==> config.mk <==
export PLATFORM = sky130hd
export DESIGN_NAME = mux_key_cam
export DESIGN_NICKNAME = d
export VERILOG_FILES = /design/src/rtl/mux_key_pkg.sv /design/src/rtl/mux_key_match.sv /design/src/rtl/mux_key_cam.sv
export SDC_FILE = /design/constraint.sdc
export NUM_CORES = 1
export LEC_CHECK = 0
export ABC_AREA = 0
export BUFFER_PORTS_ARGS = -buffer_cell sky130_fd_sc_hd__buf_2
export CAP_MARGIN = 20
export CORE_ASPECT_RATIO = 0.75
export CORE_UTILIZATION = 65
export DETAILED_ROUTE_END_ITERATION = 8
export MAX_ROUTING_LAYER = met4
export PLACE_DENSITY = 0.86
export SKIP_LAST_GASP = 1
export SYNTH_ARGS = -nofsm -noshare
export SYNTH_HDL_FRONTEND = slang
export SYNTH_SLANG_ARGS = --single-unit
==> constraint.sdc <==
create_clock -name clock -period 11.1 [get_ports clock]
set_input_delay 2.22 -clock clock [delete_from_list [all_inputs] [get_ports clock]]
set_output_delay 2.22 -clock clock [all_outputs]
set_load 0.005 [all_outputs]
==> src/rtl/mux_key_pkg.sv <==
// Shared width helpers for the writable key/data lookup table.
package mux_key_pkg;

  function automatic int idx_w(input int n);
    return (n < 2) ? 1 : $clog2(n);
  endfunction

  function automatic int cnt_w(input int n);
    return $clog2(n + 1);
  endfunction

endpackage

==> src/rtl/mux_key_match.sv <==
// Combinational key compare across all entries with lowest-index priority.
module mux_key_match
  import mux_key_pkg::*;
#(
  parameter int NR_KEY  = 8,
  parameter int KEY_LEN = 8,
  localparam int IDX_W  = idx_w(NR_KEY)
) (
  input  logic [NR_KEY-1:0]              valid,
  input  logic [NR_KEY-1:0][KEY_LEN-1:0] keys,
  input  logic [KEY_LEN-1:0]             key,
  output logic                           hit,
  output logic [IDX_W-1:0]               idx
);

  // Scan downward so the lowest matching index is the last one assigned.
  always_comb begin
    hit = 1'b0;
    idx = '0;
    for (int i = NR_KEY - 1; i >= 0; i--) begin
      if (valid[i] && (keys[i] == key)) begin
        hit = 1'b1;
        idx = IDX_W'(i);
      end
    end
  end

endmodule

==> src/rtl/mux_key_cam.sv <==
// Runtime-writable key->data table with a 1-cycle registered lookup pipe,
// in-place update, lowest-free allocation and round-robin replacement.
module mux_key_cam
  import mux_key_pkg::*;
#(
  parameter int NR_KEY      = 8,
  parameter int KEY_LEN     = 8,
  parameter int DATA_LEN    = 32,
  parameter int HAS_DEFAULT = 1,
  localparam int IDX_W      = idx_w(NR_KEY),
  localparam int CNT_W      = cnt_w(NR_KEY)
) (
  input  logic                clock,
  input  logic                reset,
  input  logic                wr_en,
  input  logic [KEY_LEN-1:0]  wr_key,
  input  logic [DATA_LEN-1:0] wr_data,
  input  logic                inv_en,
  input  logic [KEY_LEN-1:0]  inv_key,
  input  logic                flush,
  input  logic                req_valid,
  output logic                req_ready,
  input  logic [KEY_LEN-1:0]  req_key,
  input  logic [DATA_LEN-1:0] default_out,
  output logic                rsp_valid,
  input  logic                rsp_ready,
  output logic                rsp_hit,
  output logic [DATA_LEN-1:0] rsp_data,
  output logic [IDX_W-1:0]    rsp_idx,
  output logic [CNT_W-1:0]    count,
  output logic                full
);

  logic [NR_KEY-1:0]               valid_q;
  logic [NR_KEY-1:0][KEY_LEN-1:0]  key_q;
  logic [NR_KEY-1:0][DATA_LEN-1:0] data_q;
  logic [IDX_W-1:0]                victim_q;
  logic [CNT_W-1:0]                count_q;
  logic                            full_q;

  logic                            vld_p1;
  logic                            hit_p1;
  logic [DATA_LEN-1:0]             data_p1;
  logic [IDX_W-1:0]                idx_p1;

  logic                            lk_hit;
  logic [IDX_W-1:0]                lk_idx;
  logic [DATA_LEN-1:0]             lk_data;
  logic                            wr_hit;
  logic [IDX_W-1:0]                wr_idx;
  logic                            inv_hit;
  logic [IDX_W-1:0]                inv_idx;

  logic [IDX_W-1:0]                free_idx;
  logic                            wr_cancel;
  logic                            wr_apply;
  logic                            replace;
  logic [IDX_W-1:0]                wr_slot;
  logic [NR_KEY-1:0]               valid_n;
  logic [IDX_W-1:0]                victim_n;
  logic [CNT_W-1:0]                count_n;
  logic                            req_fire;

  function automatic logic [CNT_W-1:0] popcount(input logic [NR_KEY-1:0] v);
    logic [CNT_W-1:0] c;
    c = '0;
    for (int i = 0; i < NR_KEY; i++) begin
      c = c + CNT_W'(v[i]);
    end
    return c;
  endfunction

  mux_key_match #(.NR_KEY(NR_KEY), .KEY_LEN(KEY_LEN)) u_lookup (
    .valid (valid_q),
    .keys  (key_q),
    .key   (req_key),
    .hit   (lk_hit),
    .idx   (lk_idx)
  );

  mux_key_match #(.NR_KEY(NR_KEY), .KEY_LEN(KEY_LEN)) u_write (
    .valid (valid_q),
    .keys  (key_q),
    .key   (wr_key),
    .hit   (wr_hit),
    .idx   (wr_idx)
  );

  mux_key_match #(.NR_KEY(NR_KEY), .KEY_LEN(KEY_LEN)) u_inv (
    .valid (valid_q),
    .keys  (key_q),
    .key   (inv_key),
    .hit   (inv_hit),
    .idx   (inv_idx)
  );

  always_comb begin
    free_idx = '0;
    for (int i = NR_KEY - 1; i >= 0; i--) begin
      if (!valid_q[i]) free_idx = IDX_W'(i);
    end
  end

  // A write racing an invalidate of the same key is dropped so the key ends absent.
  assign wr_cancel = inv_en && (inv_key == wr_key);
  assign wr_apply  = wr_en && !wr_cancel && !flush;
  assign replace   = wr_apply && !wr_hit && full_q;
  assign wr_slot   = wr_hit ? wr_idx : (full_q ? victim_q : free_idx);

  always_comb begin
    valid_n = valid_q;
    if (flush) begin
      valid_n = '0;
    end else begin
      if (inv_en && inv_hit) valid_n[inv_idx] = 1'b0;
      if (wr_apply)          valid_n[wr_slot] = 1'b1;
    end
  end

  always_comb begin
    victim_n = victim_q;
    if (flush) begin
      victim_n = '0;
    end else if (replace) begin
      victim_n = (victim_q == IDX_W'(NR_KEY - 1)) ? '0 : victim_q + IDX_W'(1);
    end
  end

  assign count_n   = popcount(valid_n);
  assign req_ready = !vld_p1 || rsp_ready;
  assign req_fire  = req_valid && req_ready;
  assign lk_data   = lk_hit ? data_q[lk_idx]
                            : ((HAS_DEFAULT != 0) ? default_out : '0);

  always_ff @(posedge clock or posedge reset) begin
    if (reset) begin
      valid_q  <= '0;
      victim_q <= '0;
      count_q  <= '0;
      full_q   <= 1'b0;
    end else begin
      valid_q  <= valid_n;
      victim_q <= victim_n;
      count_q  <= count_n;
      full_q   <= (count_n == CNT_W'(NR_KEY));
    end
  end

  always_ff @(posedge clock) begin
    if (wr_apply) begin
      key_q[wr_slot]  <= wr_key;
      data_q[wr_slot] <= wr_data;
    end
  end

  // p0 -> p1: lookup result registered; held while the consumer stalls.
  always_ff @(posedge clock or posedge reset) begin
    if (reset) begin
      vld_p1  <= 1'b0;
      hit_p1  <= 1'b0;
      data_p1 <= '0;
      idx_p1  <= '0;
    end else if (req_fire) begin
      vld_p1  <= 1'b1;
      hit_p1  <= lk_hit;
      data_p1 <= lk_data;
      idx_p1  <= lk_idx;
    end else if (rsp_ready) begin
      vld_p1  <= 1'b0;
    end
  end

  assign rsp_valid = vld_p1;
  assign rsp_hit   = hit_p1;
  assign rsp_data  = data_p1;
  assign rsp_idx   = idx_p1;
  assign count     = count_q;
  assign full      = full_q;

endmodule

---- After elaboration in Yosys (flattened, before gate mapping) ----
Index checks and enable logic that the tools add are counted.
word-level totals
  flip-flop bits (word level) ............. 373
  word-level logic and storage cells ...... 187
  bits of input ports ..................... 95
  output and inout port bits .............. 43
cells by class
  muxes and demuxes ....................... 80
  $add $sub $neg .......................... 8
  reductions and logical operators ........ 40
  equal/unequal tests ..................... 27
  bitwise gates (word level) .............. 3
  magnitude comparators ................... 5
operators by type and width
  operator               number
  $bwmux W256            1
  $eq A8 B8 Y1           25
  $mux W3                37
  $bmux W32 S3           1
  $demux W32 S3          1
  $mux W32               3
  $bwmux W64             1
  $mux W8                5
  $logic_and A1 B1 Y1    33
  $mux W1                28
  $demux W8 S3           1
  $add A4 B1 Y4          4
  $lt A3 B4 Y1 const B   3
  $and A8 B8 Y8          1
  $not A8 Y8             1
  $or A8 B8 Y8           1
  $demux W1 S3           2
  $ge A3 B1 Y1 const B   2
  $add A3 B1 Y4          1
  $eq A4 B4 Y1 const B   1
  $logic_not A1 Y1       4
  $reduce_bool A2 Y1     2
  $add A2 B1 Y3          1
  $add A3 B1 Y3 const B  1
  3 further kinds        3

---- Longest topological paths before layout ----
Gate-level depths: netlist of run 1.
  depth in word-level cells ............... 29
  depth in mapped cells ................... 19
  depth with buffers taken out ............ 18

---- Cells and area by module ----
A second synthesis of run 1 with hierarchy kept.
second synthesis, totals
  cells, all modules ...................... 1086
  area total of the unflattened synthesis .. 16902.5 µm²
modules (own cells, without submodules)
  module         cells an instance  instances  area an instance (µm²)  sequential area each (µm²)
  mux_key_cam    744                1          14263.7                 10935.5
  mux_key_match  114                3          879.6                   0.0

---- Least setup slack after synthesis of run 1 ----
OpenSTA, ideal clock, no wires.
  path kind ............................... input to register
  start ................................... in wr_key[6]
  end ..................................... reg full_q (netlist: full)
  required time ........................... 10.995 ns
  slack ................................... 4.626 ns
  buffers on the path ..................... 1
  setup time .............................. 0.105 ns
  arrival ................................. 6.369 ns
  stages on the path ...................... 18
  cells stage by stage .................... buf_2 > xnor2_1 > nand3_1 > nor3_1 > a2111oi_0 > o31ai_1 > a211oi_1 > a22oi_1 > nor2_1 > fa_1 > inv_1 > fa_1 > fa_1 > inv_1 > ha_1 > fa_1 > xor2_1 > nor4b_1
between the ends
  longest elaborated chain between the ends .. 26
  elaborated cells on any way between the ends .. 54
  those cells by class .................... add/sub (7); order compare (2); eq/ne (10); mux (21); bitwise (1); reduce/logical (13)
ends and longest elaborated chain
  what                                                                RTL line             text
  start: declaration                                                  mux_key_cam.sv:16    input logic [KEY_LEN-1:0] wr_key,
  $eq A8 B8 Y1                                                        mux_key_match.sv:21  if (valid[i] && (keys[i] == key)) begin
  $logic_and A1 B1 Y1                                                 mux_key_match.sv:21
  $mux W3 or $mux W1 (tied branches) (8 in a row)                     mux_key_match.sv:21
  $mux W3                                                             mux_key_cam.sv:108   assign wr_slot = wr_hit ? wr_idx : (full_q ? victim_q : free_idx);
  $lt A3 B4 Y1 (implied by the code) or $ge A3 B1 Y1 (tied branches)  mux_key_cam.sv:116   if (wr_apply) valid_n[wr_slot] = 1'b1;
  $logic_and A1 B1 Y1 (implied by the code)                           mux_key_cam.sv:116
  $mux W1 (implied by the code)                                       mux_key_cam.sv:116
  $demux W1 S3                                                        mux_key_cam.sv:116
  [2 not listed]                                                      n/a
  $mux W8 *                                                           mux_key_cam.sv:112   if (flush) begin
  named net valid_n[0]                                                mux_key_cam.sv:59    logic [NR_KEY-1:0] valid_n;
  $add A1 B1 Y2 *                                                     mux_key_cam.sv:68    c = c + CNT_W'(v[i]);
  $add A2 B1 Y3 *                                                     mux_key_cam.sv:68
  $add A3 B1 Y4 *                                                     mux_key_cam.sv:68
  $add A4 B1 Y4 * (4 in a row)                                        mux_key_cam.sv:68
  named net count_n[2]                                                mux_key_cam.sv:61    logic [CNT_W-1:0] count_n;
  $eq A4 B4 Y1 *                                                      mux_key_cam.sv:145   full_q <= (count_n == CNT_W'(NR_KEY));
  end signal: assignment                                              mux_key_cam.sv:145
  end: declaration                                                    mux_key_cam.sv:39    logic full_q;
The timed path passes the listed nets; every way through them passes the cells marked *.
A chain may end at the register's enable or synchronous reset.

---- Final worst setup path of run 1 ----
  start ................................... in wr_key[7]
  end ..................................... reg full_q (netlist: full)
between the ends
  elaborated cells on any way between the ends .. 54
  those cells by class .................... add/sub (7); order compare (2); eq/ne (10); mux (21); bitwise (1); reduce/logical (13)
RTL lines
  what                                                                RTL line
  $eq A8 B8 Y1                                                        mux_key_match.sv:21
  $logic_and A1 B1 Y1                                                 mux_key_match.sv:21
  $mux W3 or $mux W1 (tied branches) (8 in a row)                     mux_key_match.sv:21
  $mux W3                                                             mux_key_cam.sv:108
  $lt A3 B4 Y1 (implied by the code) or $ge A3 B1 Y1 (tied branches)  mux_key_cam.sv:116
  $logic_and A1 B1 Y1 (implied by the code)                           mux_key_cam.sv:116
  $mux W1 (implied by the code)                                       mux_key_cam.sv:116
  $demux W1 S3                                                        mux_key_cam.sv:116
  $or A8 B8 Y8 (no source line)                                       n/a
  $mux W8 *                                                           mux_key_cam.sv:116
  $mux W8 *                                                           mux_key_cam.sv:112
  named net valid_n[3]                                                mux_key_cam.sv:59
  $add A3 B1 Y4 *                                                     mux_key_cam.sv:68
  $add A4 B1 Y4 * (4 in a row)                                        mux_key_cam.sv:68
  named net count_n[2]                                                mux_key_cam.sv:61
  $eq A4 B4 Y1 *                                                      mux_key_cam.sv:145
Marked as above.

==> results of run 1 <==
## sequential cells by signal (all words and copies together) (netlist names)
signal     count
data_q       256
key_q         64
rsp_data      32
valid_q        8
count          4
rsp_idx        3
victim_q       3
full           1
rsp_hit        1
rsp_valid      1
## through the flow
step	power, W	std cells	worst slack [ns]	hold slack (ns)
CTS	0.003044	1675	4.337	0.4855
floorplan	0.001695	1183	4.626	0.4711
global route	0.003116	1678	3.861	0.5195
detailed placement	0.001775	1609	3.794	0.4647
finish	0.003049	1678	4.163	0.4905
global placement	0.001769	1608	3.978	0.4587
## cell type report
class	instances	share of cell area, %
sequential	373	57.73
tap	338	2.232
timing repair buffer	157	4.597
clock buffer	43	5.053
multi-input combinational	727	28.53
clock inverter	23	1.526
inverter	17	0.3369
## cell families (layout without fill, tap and decap cells)
| family | after synthesis | in the layout | share of synthesized area, % |
|---|---|---|---|
| flip-flops | 373 | 373 | 65.20 |
| AO/OA/AOI/OAI | 234 | 234 | 10.43 |
| AND/OR/NAND/NOR | 227 | 227 | 6.662 |
| XOR/XNOR | 201 | 201 | 10.50 |
| buffers and inverters | 83 | 240 | 2.805 |
| multiplexers | 56 | 56 | 3.551 |
| adder cells (fa/ha/maj) | 9 | 9 | 0.8505 |
## worst max path at each step
stage / startpoint / end / slack [ns] / cells past startpoint
finish: wr_key[7] / full / 4.16 / 18
detailed placement: wr_key[7] / full / 3.79 / 18
global placement: wr_key[3] / full / 3.98 / 18
floorplan: wr_key[6] / full / 4.63 / 18
global route: wr_key[7] / full / 3.86 / 18
CTS: wr_key[7] / full / 4.34 / 18
## critical path, delay by kind of cell
kind                       cells  cell delay (ns)
xor gates and xnor gates       2             0.36
and+or+nand+nor                5             1.21
AOI/OAI and AO/OA              3             0.94
buffers and inverters          3             0.56
adders and majority gates      5             2.04
## routing by layer
metal	GRT usage, %	vias to the layer above	routed length (um)	part of all wire [%]
li1	-	4772	-	-
met4	9.884	0	1130	2.5
met3	7.717	102	6038	13
met2	53.02	883	20260	44
met1	52.50	5542	18600	40
met5	-	-	0	0
## cells in the final DEF, fill, tap and decap left out, types with 10 or more instances in the layout
master	n
a21oi_1	17
a221o_1	22
a22o_1	10
a22oi_1	30
a31oi_1	24
buf_2	138
buf_4	16
clkbuf_16	36
dfrtp_1	53
edfxtp_1	320
mux2_2	12
mux2i_1	40
nand2_1	87
nand3_1	24
nand4_1	26
nor2_1	15
nor3_1	32
nor4_1	13
o211ai_1	23
o21ai_0	38
o221a_2	16
xnor2_1	134
xor2_1	67
## power by group through the flow
stage / Clock (W) / Combinational [W] / Sequential [W]
2_1_floorplan: 0 / 0.000101 / 0.00159
3_3_place_gp: 0 / 0.000175 / 0.00159
3_5_place_dp: 0 / 0.000180 / 0.00160
4_1_cts: 0.00130 / 0.000182 / 0.00157
5_1_grt: 0.00135 / 0.000197 / 0.00157
6_report: 0.00130 / 0.000185 / 0.00157
==> summary.txt, run 1 <==
Run status
  • Outcome: finished, final reports clean

Worst setup path
  • CP required: between 10 and 15 ns
  • Critical Path Most Common Cell: fa_1
  • Critical path endpoint category: flip-flop
  • Crit path DAT: roughly 7.4 ns
  • RR Startpoint: key_q[55]
  • CP Cell Sequence: buf_2, xnor2_1, nand3_1, nor3_1, a2111oi_0, o31ai_1, and3_1, nand2_1, a21oi_1, fa_1, inv_1, fa_1, fa_1, inv_1, ha_1, fa_1, xor2_1, nor4b_1
  • CP max stage cell: o31ai_1
  • FF-to-FF End: full
  • R2R Setup Slk: 5.79 ns
  • Max incr delay on CP: ~0.50 ns
  • Crit-path max FO: 17
  • R2R cell count: 17
  • Crit start category: primary input
  • Crit Path Class: in -> reg

Pwr
  • Clock power share: 42.5%
  • Power Dens Cells: 160.9 nW/um^2
  • Part of the power in combinational logic: 6.1%
  • Sw Pwr: 0.0006609 W
  • Sw Ratio: 21.68%
  • Internal power: between 0.002 and 0.0025 W
  • Sequential share of power: 51.4%
  • Lkg Pwr: 6.480 nW
  • Worst VDD drop: 167.0 uV

Clocking
  • Number of buffers created by CTS: 36
  • # Post-CTS Setup Buffers: 0
  • Worst skew pair latency: 0.54 ns
  • CTS resizes: 0
  • Worst-path clk slew: around 0.060 ns
  • CTS tree: done
  • Clk Tree Root Cell: clkbuf_16
  • CTS Hold Buffers Added: 0
  • # clock sinks: 373
  • CTS Buffer Depth: 3
  • Maximum level of the CTS H-tree: 2

Die
  • IO Pins: 138
  • CORE AREA: roughly 25000 sq um
  • Die width: 187.5 um
  • Starting Density: 66.69%
  • Die ar.: 26460 sq um
  • # rows: 50
  • Die Y: 141.1 um

Synth
  • Synthesized net count: about 1300
  • Synth unique cells: 67
  • Most numerous cell in the Yosys netlist: edfxtp_1
  • Post-synth top area share: a little under three fifths
  • Mapped cell area: 16770 sq um
  • Post-synth top area cell: edfxtp_1
  • Synth Register Bits: about 370
  • Async SR Flop Fraction: 14.21%
  • Synthesized area per cell: 14.18 sq um
  • Synth top area cells: edfxtp_1 (57%), dfrtp_1 (7.9%), xnor2_1 (7.0%)
  • Yosys warning count: 0
  • Post-synth top cells: edfxtp_1 (320), xnor2_1 (134), nand2_1 (87)
  • Sequential element share of the synthesized area: 65.20%
  • Cells after synthesis: 1183
  • Post-synth EDFFs: 320
  • Most used DFF post-synth: edfxtp_1

Detailed routing
  • DRC viols: 0
  • Antenna-violating nets left: 0
  • Avg WL per Cell: 27.43 um
  • DRT Pass-1 Iters: 5
  • Vias/cell: slightly below 7
  • Vias post-DR: 11300
  • Routed wire length: 46030 um
  • DRT iter0 DRCs: 1480

Finish
  • Util after Layout: between 70% and 80%
  • Final instance area: 18940 sq um
  • Reg area: around 11000 sq um
  • Fill cells: 1558
  • Multi-input gate area: around 5400 sq um
  • Area Growth Syn to Fin: 12.95%
  • Nets@finish: 1416
  • Fraction of layout cells with a size suffix above 1: 20.37%
  • Diodes inserted: 0

Timing
  • Max frequency: 144.2 MHz
  • Final count of negative-setup-slack endpoints: 0
  • Max-Slew Margin vs Limit: 21.36%
  • Slew Viols, Final: 0
  • Fin crit share: 62.50%
  • Setup TNS: 0 ns
  • Worst Tran Pin Value: 1.180 ns
  • Layout Skew: about 0.024 ns
  • Final hold viol count: 0
  • Final min period: 6.937 ns
  • RSZ-0062 raised after global routing: false

Global route
  • First-pass GRT wire length: around 69000 um
  • Initial antenna violation count: 0
  • Total routing usage reported by global routing: 36.42%
  • Pin count of the biggest net entering global routing: 54
  • Remaining Overflow, GRT: 0
  • Vias in the first global route: between 10000 and 15000

Place
  • Gpl congestion: 0.9914
  • Detailed placement HPWL: 28260 um
  • Placed cell area: between 15000 and 20000 sq um
  • Port Buffers: roughly 140

Min path
  • Hold_sp: rsp_idx[1]
  • Hold path cells: 1
  • Hold Crit Endpoint: rsp_idx[1]
  • Worst Hold Class: reg -> reg

Job
  • MaxCap Viol Count: 0
Note: power is estimated with default switching activity, not from simulation.
==> inputs of run 2 (changes only) <==
--- a/config.mk
+++ b/config.mk
@@ -9,10 +9,10 @@
 export BUFFER_PORTS_ARGS = -buffer_cell sky130_fd_sc_hd__buf_2
 export CAP_MARGIN = 20
 export CORE_ASPECT_RATIO = 0.75
-export CORE_UTILIZATION = 65
+export CORE_UTILIZATION = 60
 export DETAILED_ROUTE_END_ITERATION = 8
 export MAX_ROUTING_LAYER = met4
-export PLACE_DENSITY = 0.86
+export PLACE_DENSITY = 0.8
 export SKIP_LAST_GASP = 1
 export SYNTH_ARGS = -nofsm -noshare
 export SYNTH_HDL_FRONTEND = slang
==> constraint.sdc (replaced) <==
create_clock -name clock -period 7.27 [get_ports clock]
set_input_delay 1.454 -clock clock [delete_from_list [all_inputs] [get_ports clock]]
set_output_delay 1.454 -clock clock [all_outputs]
set_load 0.005 [all_outputs]
==> summary.txt, run 2 (same netlist as run 1, synthesis figures left out) <==
Die
  • # rows: 52 (+4.0%)
  • Die ar.: 28630 sq um (+8.2%)
  • CORE AREA: 27200 sq um (+8.1%)
  • Starting Density: 61.67% (-5.0 points)
  • IO Pins: 138 (unchanged)
  • Die Y: 146.8 um (+4.0%)
  • Die width: 195.1 um (+4.0%)

Min path
  • Worst Hold Class: reg -> reg

Clocking
  • CTS resizes: 0 (unchanged)
  • Maximum level of the CTS H-tree: 2 (unchanged)
  • Worst-path clk slew: 0.06 ns (about the same)
  • CTS tree: done
  • Worst skew pair latency: 0.53 ns (about the same)
  • Clk Tree Root Cell: clkbuf_16
  • CTS Buffer Depth: 3 (unchanged)
  • # clock sinks: 373 (unchanged)
  • # Post-CTS Setup Buffers: 0 (unchanged)
  • Number of buffers created by CTS: 36 (unchanged)
  • CTS Hold Buffers Added: 0 (unchanged)

Finish
  • Register with the most flip-flops: data_q
  • Final instance area: 18830 sq um (-0.62%)
  • Multi-input gate area: 5394 sq um (-0.19%)
  • Area Growth Syn to Fin: 12.25%
  • Most frequent cells in the layout: edfxtp_1 (320), buf_2 (137), xnor2_1 (134)
  • Nets@finish: 1419 (+0.21%)
  • Fraction of layout cells with a size suffix above 1: 19.73% (-0.64 points)
  • Non-Filler Instances: 1695 (+1.0%)
  • Most common cell after layout, fill and taps aside: edfxtp_1
  • Reg area: 10940 sq um (unchanged)
  • Fill cells: 1860 (+19%)
  • Max reg flops: 256 (unchanged)

Global route
  • First-pass GRT wire length: 65850 um (-4.4%)
  • Total routing usage reported by global routing: 31.92% (-4.5 points)
  • Vias in the first global route: 10820 (-3.2%)
  • Pin count of the biggest net entering global routing: 55 (+1.9%)
  • Remaining Overflow, GRT: 0 (unchanged)
  • Initial antenna violation count: 0 (unchanged)

Timing
  • Hold_ws: 0.4777 ns (-0.01281 ns)
  • Final WS setup: 1.295 ns (-2.868 ns)
  • Max-Slew Margin vs Limit: 25.27% (+3.9 points)
  • Layout Skew: 0.02575 ns (+0.001814 ns)
  • RSZ-0062 raised after global routing: false
  • Max frequency: 167.4 MHz
  • Fin crit share: 82.19%
  • Worst Tran Pin Value: 1.121 ns (-0.05867 ns)
  • Setup TNS: 0 ns (unchanged)
  • Final count of negative-setup-slack endpoints: 0 (unchanged)
  • Final hold viol count: 0 (unchanged)
  • Slew Viols, Final: 0 (unchanged)
  • Final min period: 5.975 ns

Detailed routing
  • Antenna-violating nets left: 0 (unchanged)
  • Vias/cell: 6.391 (-5.1%)
  • DRT iter0 DRCs: 1404 (-5.1%)
  • Routed wire length: 43310 um (-5.9%)
  • Avg WL per Cell: 25.55 um (-6.8%)
  • Vias post-DR: 10830 (-4.1%)
  • DRT Pass-1 Iters: 5 (unchanged)
  • DRC viols: 0 (unchanged)

Pwr
  • Lkg Pwr: 6.410 nW (-1.1%)
  • Power Dens Cells: 236.7 nW/um^2 (+47%)
  • Worst VDD drop: 165.5 uV (-0.89%)

Place
  • Placed cell area: 17680 sq um (+0.26%)
  • Detailed placement HPWL: 25600 um (-9.4%)
  • Port Buffers: 137 (unchanged)
  • Gpl congestion: 0.9442 (-4.8%)
  • Pre-CTS setup slack: 0.8724 ns (-2.922 ns)
  • Cell count after placement: 1627 (+1.1%)

Worst setup path
  • Crit start category: primary input
  • Critical path endpoint category: flip-flop
  • Crit Path Class: in -> reg
  • Crit path DAT: 6.39 ns (-0.96 ns)
  • Crit-path max FO: 17 (unchanged)
  • CP required: 7.68 ns (-3.83 ns)

Run status
  • Outcome: finished, final reports clean

Job
  • MaxCap Viol Count: 0 (unchanged)
run 2: worst paths after layout:
check                           start  cells after the start  slack [ns]           end
max in group asynchronous       reset                      3        5.54  rsp_data[12]
setup reg to reg             key_q[2]                     17        2.13          full
hold / removal             rsp_idx[1]                      1        0.48    rsp_idx[1]
min in group asynchronous       reset                      3        1.17  rsp_data[29]
hold reg to reg            rsp_idx[1]                      1        0.48    rsp_idx[1]
setup / recovery            wr_key[4]                     18        1.30          full
run 2: power by group:
group,total [W],leakage (nW),switching (W),internal (W)
clock,0.00179,0.540,0.000790,0.000997
sequential,0.00239,3.55,0.0000235,0.00237
combinational,0.000279,2.32,0.000164,0.000115
total,0.00446,6.41,0.000977,0.00348
run 2: through the flow:
stage | total power, W | util [%]
2_1_floorplan | 0.002588 | -
3_3_place_gp | 0.002703 | 65.02
3_5_place_dp | 0.002710 | 65.02
4_1_cts | 0.004467 | 69.14
5_1_grt | 0.004575 | 69.21
6_report | 0.004456 | 69.22
run 2: per-layer routing:
metal / share of wire (%) / vias up / wire [um] / track usage, %
met3: 9.2 / 72 / 3965 / 4.890
met5: 0 / - / 0 / -
li1: - / 4772 / - / -
met4: 2.0 / 0 / 850 / 8.819
met2: 46 / 580 / 19920 / 47.09
met1: 43 / 5408 / 18580 / 46.59
run 2: layout make-up:
cell class / count / share of cell area, %
repair buffers: 160 / 4.626
inverters: 17 / 0.3390
well taps: 351 / 2.333
flip-flops and latches: 373 / 58.09
clock inverters: 14 / 0.6779
diodes: 1 / 0.01329
clock buffers: 52 / 5.270
multi-input cells: 727 / 28.65
run 2: worst max-delay path, stage by stage:
cell	delay [ns]
buf_2	0.40
xnor2_1	0.18
nand4_1	0.13
nor4_1	0.60
nor2_1	0.20
o211a_1	0.20
a211oi_1	0.25
nand2_1	0.13
a21oi_1	0.22
fa_1	0.45
inv_1	0.08
fa_1	0.42
fa_1	0.49
inv_1	0.04
ha_1	0.21
fa_1	0.44
xor2_1	0.16
nor4b_1	0.29
==> inputs of run 3 (changes only) <==
--- a/config.mk
+++ b/config.mk
@@ -9,10 +9,10 @@
 export BUFFER_PORTS_ARGS = -buffer_cell sky130_fd_sc_hd__buf_2
 export CAP_MARGIN = 20
 export CORE_ASPECT_RATIO = 0.75
-export CORE_UTILIZATION = 60
+export CORE_UTILIZATION = 54
 export DETAILED_ROUTE_END_ITERATION = 8
 export MAX_ROUTING_LAYER = met4
-export PLACE_DENSITY = 0.8
+export PLACE_DENSITY = 0.76
 export SKIP_LAST_GASP = 1
 export SYNTH_ARGS = -nofsm -noshare
 export SYNTH_HDL_FRONTEND = slang
==> constraint.sdc (replaced) <==
create_clock -name clock -period 4.9 [get_ports clock]
set_input_delay 0.98 -clock clock [delete_from_list [all_inputs] [get_ports clock]]
set_output_delay 0.98 -clock clock [all_outputs]
set_load 0.005 [all_outputs]
==> summary.txt, run 3 (same netlist as run 1, synthesis figures left out) <==
Global route
  • Pin count of the biggest net entering global routing: 43 (-22%)
  • Total routing usage reported by global routing: 30.85% (-1.1 points)
  • Vias in the first global route: 11230 (+3.8%)
  • First-pass GRT wire length: 69830 um (+6.0%)
  • Remaining Overflow, GRT: 0 (unchanged)
  • Initial antenna violation count: 1 (+1)

Die
  • Die Y: 154.6 um (+5.3%)
  • CORE AREA: 30350 sq um (+12%)
  • Starting Density: 55.26% (-6.4 points)
  • Die width: 205.5 um (+5.4%)
  • # rows: 55 (+5.8%)
  • IO Pins: 138 (unchanged)
  • Die ar.: 31770 sq um (+11%)

Finish
  • Fraction of layout cells with a size suffix above 1: 28.57% (+8.8 points)
  • Most common cell after layout, fill and taps aside: edfxtp_1
  • Non-Filler Instances: 1857 (+9.6%)
  • Most frequent cells in the layout: edfxtp_1 (320), buf_2 (130), buf_4 (122)
  • Register with the most flip-flops: data_q
  • Nets@finish: 1533 (+8.0%)
  • Max reg flops: 256 (unchanged)
  • Area Growth Syn to Fin: 20.63%
  • Final instance area: 20230 sq um (+7.5%)
  • Fill cells: 2142 (+15%)
  • Util after Layout: 66.66% (-2.6 points)

Detailed routing
  • DRT Pass-1 Iters: 5 (unchanged)
  • Antenna-violating nets left: 0 (unchanged)
  • Vias/cell: 6.123 (-4.2%)
  • DRC viols: 0 (unchanged)
  • Routed wire length: 46860 um (+8.2%)
  • Metal-1 WL: 20400 um (+9.8%)
  • DRT iter0 DRCs: 1310 (-6.7%)
  • Max Used Layer: met4
  • Avg WL per Cell: 25.23 um (-1.3%)
  • Vias post-DR: 11370 (+5.0%)
  • Met3 Routed Length: 4560 um (+15%)
  • Met2 routed WL: 20900 um (+4.9%)

Worst setup path
  • Max incr delay on CP: 0.49 ns (-0.11 ns)
  • Crit Path Class: in -> reg
  • CP max stage cell: fa_1
  • Critical Path Most Common Cell: fa_1
  • CP Cell Sequence: buf_6, buf_4, xnor2_1, nand4_1, nor3_1, a31oi_2, buf_4, o211a_1, a211oi_4, a22oi_1, nor2_1, fa_1, inv_1, fa_1, fa_1, inv_1, ha_2, fa_2, xor2_1, nor4b_2
  • Worst path bufs/invs: 5 (+2)
  • Crit start category: primary input
  • CP required: 5.33 ns (-2.35 ns)
  • Worst path top cell family by delay: adder cells
  • RR Startpoint: valid_q[7]
  • R2R cell count: 18 (+1)
  • Crit-path max FO: 9 (-8)
  • Crit path DAT: 5.22 ns (-1.17 ns)
  • R2R Setup Slk: 0.21 ns (-1.92 ns)
  • Critical path endpoint category: flip-flop
  • FF-to-FF End: full

Clocking
  • CTS Buffer Depth: 3 (unchanged)
  • Number of buffers created by CTS: 37 (+2.8%)
  • Worst skew pair latency: 0.54 ns (about the same)
  • Worst-path clk slew: 0.06 ns (about the same)
  • CTS Hold Buffers Added: 0 (unchanged)
  • # clock sinks: 373 (unchanged)
  • Clk Tree Root Cell: clkbuf_16
  • Maximum level of the CTS H-tree: 2 (unchanged)
  • CTS tree: done

Pwr
  • Internal power: 0.005299 W (+52%)
  • Sw Pwr: 0.001483 W (+52%)
  • Clock power share: 40.5% (+0.4 points)
  • Worst VDD drop: 402.5 uV (+140%)
  • Part of the power in combinational logic: 7.2% (+0.9 points)
  • Power Dens Cells: 335.3 nW/um^2 (+42%)
  • Lkg Pwr: 7.165 nW (+12%)
  • Sw Ratio: 21.87% (-0.059 points)
  • Sequential share of power: 52.3% (-1.4 points)

Place
  • Port Buffers: 137 (unchanged)
  • Placed cell area: 18780 sq um (+6.2%)
  • Pre-CTS setup slack: -0.8048 ns (-1.677 ns)
  • Gpl congestion: 0.9905 (+4.9%)
  • Cell count after placement: 1783 (+9.6%)
  • Detailed placement HPWL: 30560 um (+19%)

Timing
  • Worst Tran Pin Value: 0.9148 ns (-0.2061 ns)
  • Max-Slew Margin vs Limit: 38.86% (+14 points)
  • Fin crit share: between 90% and 100%
  • Slew Viols, Final: 0 (unchanged)
  • Final min period: around 4.8 ns
  • Final hold viol count: 0 (unchanged)
  • Final WS setup: 0.1118 ns (-1.183 ns)
  • Setup TNS: 0 ns (unchanged)
  • Final count of negative-setup-slack endpoints: 0 (unchanged)
  • RSZ-0062 raised after global routing: true
  • Layout Skew: 0.02348 ns (-0.002271 ns)
  • Max frequency: 208.8 MHz

Run status
  • Outcome: finished, final reports clean

Job
  • MaxCap Viol Count: 0 (unchanged)

Min path
  • Worst Hold Class: in -> async
-- run 3: cell count changes in the layout (fill, tap and decap cells not counted), sizes merged --
cell	previous run	this run
clkinvlp	1	2
buf	160	273
bufinv	1	2
clkbuf	52	50
diode	1	2
-- run 3: worst max-delay path by stage --
stage          startpoint  endpoint  slack (ns)  depth (start not counted)
2_1_floorplan   wr_key[7]      full       -0.08                         18
3_3_place_gp    wr_key[3]      full       -0.71                         18
3_5_place_dp    wr_key[3]      full       -0.80                         18
4_1_cts         wr_key[6]      full       0.004                         19
5_1_grt         wr_key[5]      full       -0.07                         20
6_report        wr_key[5]      full        0.11                         20
-- run 3: repair_timing --
item,4_1_cts,5_1_grt
pin swaps,1,19
endpoints found under the setup margin,2,2
resized for setup,10,42
buffers inserted,0,7
-- run 3: worst reg2reg max path: cells and delay by family (launching register included) --
| family | cells | cell delay, ns |
|---|---|---|
| XOR/XNOR | 1 | 0.17 |
| buffers and inverters | 3 | 0.28 |
| flip-flops | 1 | 0.47 |
| adder cells (fa/ha/maj) | 5 | 1.87 |
| AND/OR/NAND/NOR | 4 | 0.66 |
| AO/OA/AOI/OAI | 5 | 1.15 |
-- run 3: power by group through the flow --
stage / Sequential [W] / Clock [W] / Combinational [W]
floorplan: 0.00361 / 0 / 0.000234
finish: 0.00355 / 0.00275 / 0.000487
detailed placement: 0.00361 / 0 / 0.000466
CTS: 0.00355 / 0.00277 / 0.000473
global route: 0.00355 / 0.00288 / 0.000521
global placement: 0.00361 / 0 / 0.000458
-- run 3: per-stage QoR --
stage / power, W / hold WS, ns
floorplan: 0.003845 / 0.4711
global placement: 0.004072 / 0.4583
detailed placement: 0.004080 / 0.4637
CTS: 0.006789 / 0.4667
global route: 0.006955 / 0.4923
finish: 0.006783 / 0.4542
-- run 3: per-layer routing --
metal | vias up | GRT usage [%]
li1 | 5011 | -
met1 | 5668 | 44.82
met2 | 612 | 44.70
met3 | 79 | 5.900
met4 | 0 | 7.937
met5 | - | -
-- run 3: cell type report --
cell class	instances	area, sq um	share of cell area, %
Clock buffer	50	1016	5.022
Tap cell	399	499.2	2.468
Sequential cell	373	10940	54.05
Timing Repair Buffer	273	1942	9.599
Inverter	17	63.81	0.3154
Antenna cell	2	5.005	0.02474
Clock inverter	16	138.9	0.6865
Multi-Input combinational cell	727	5630	27.83
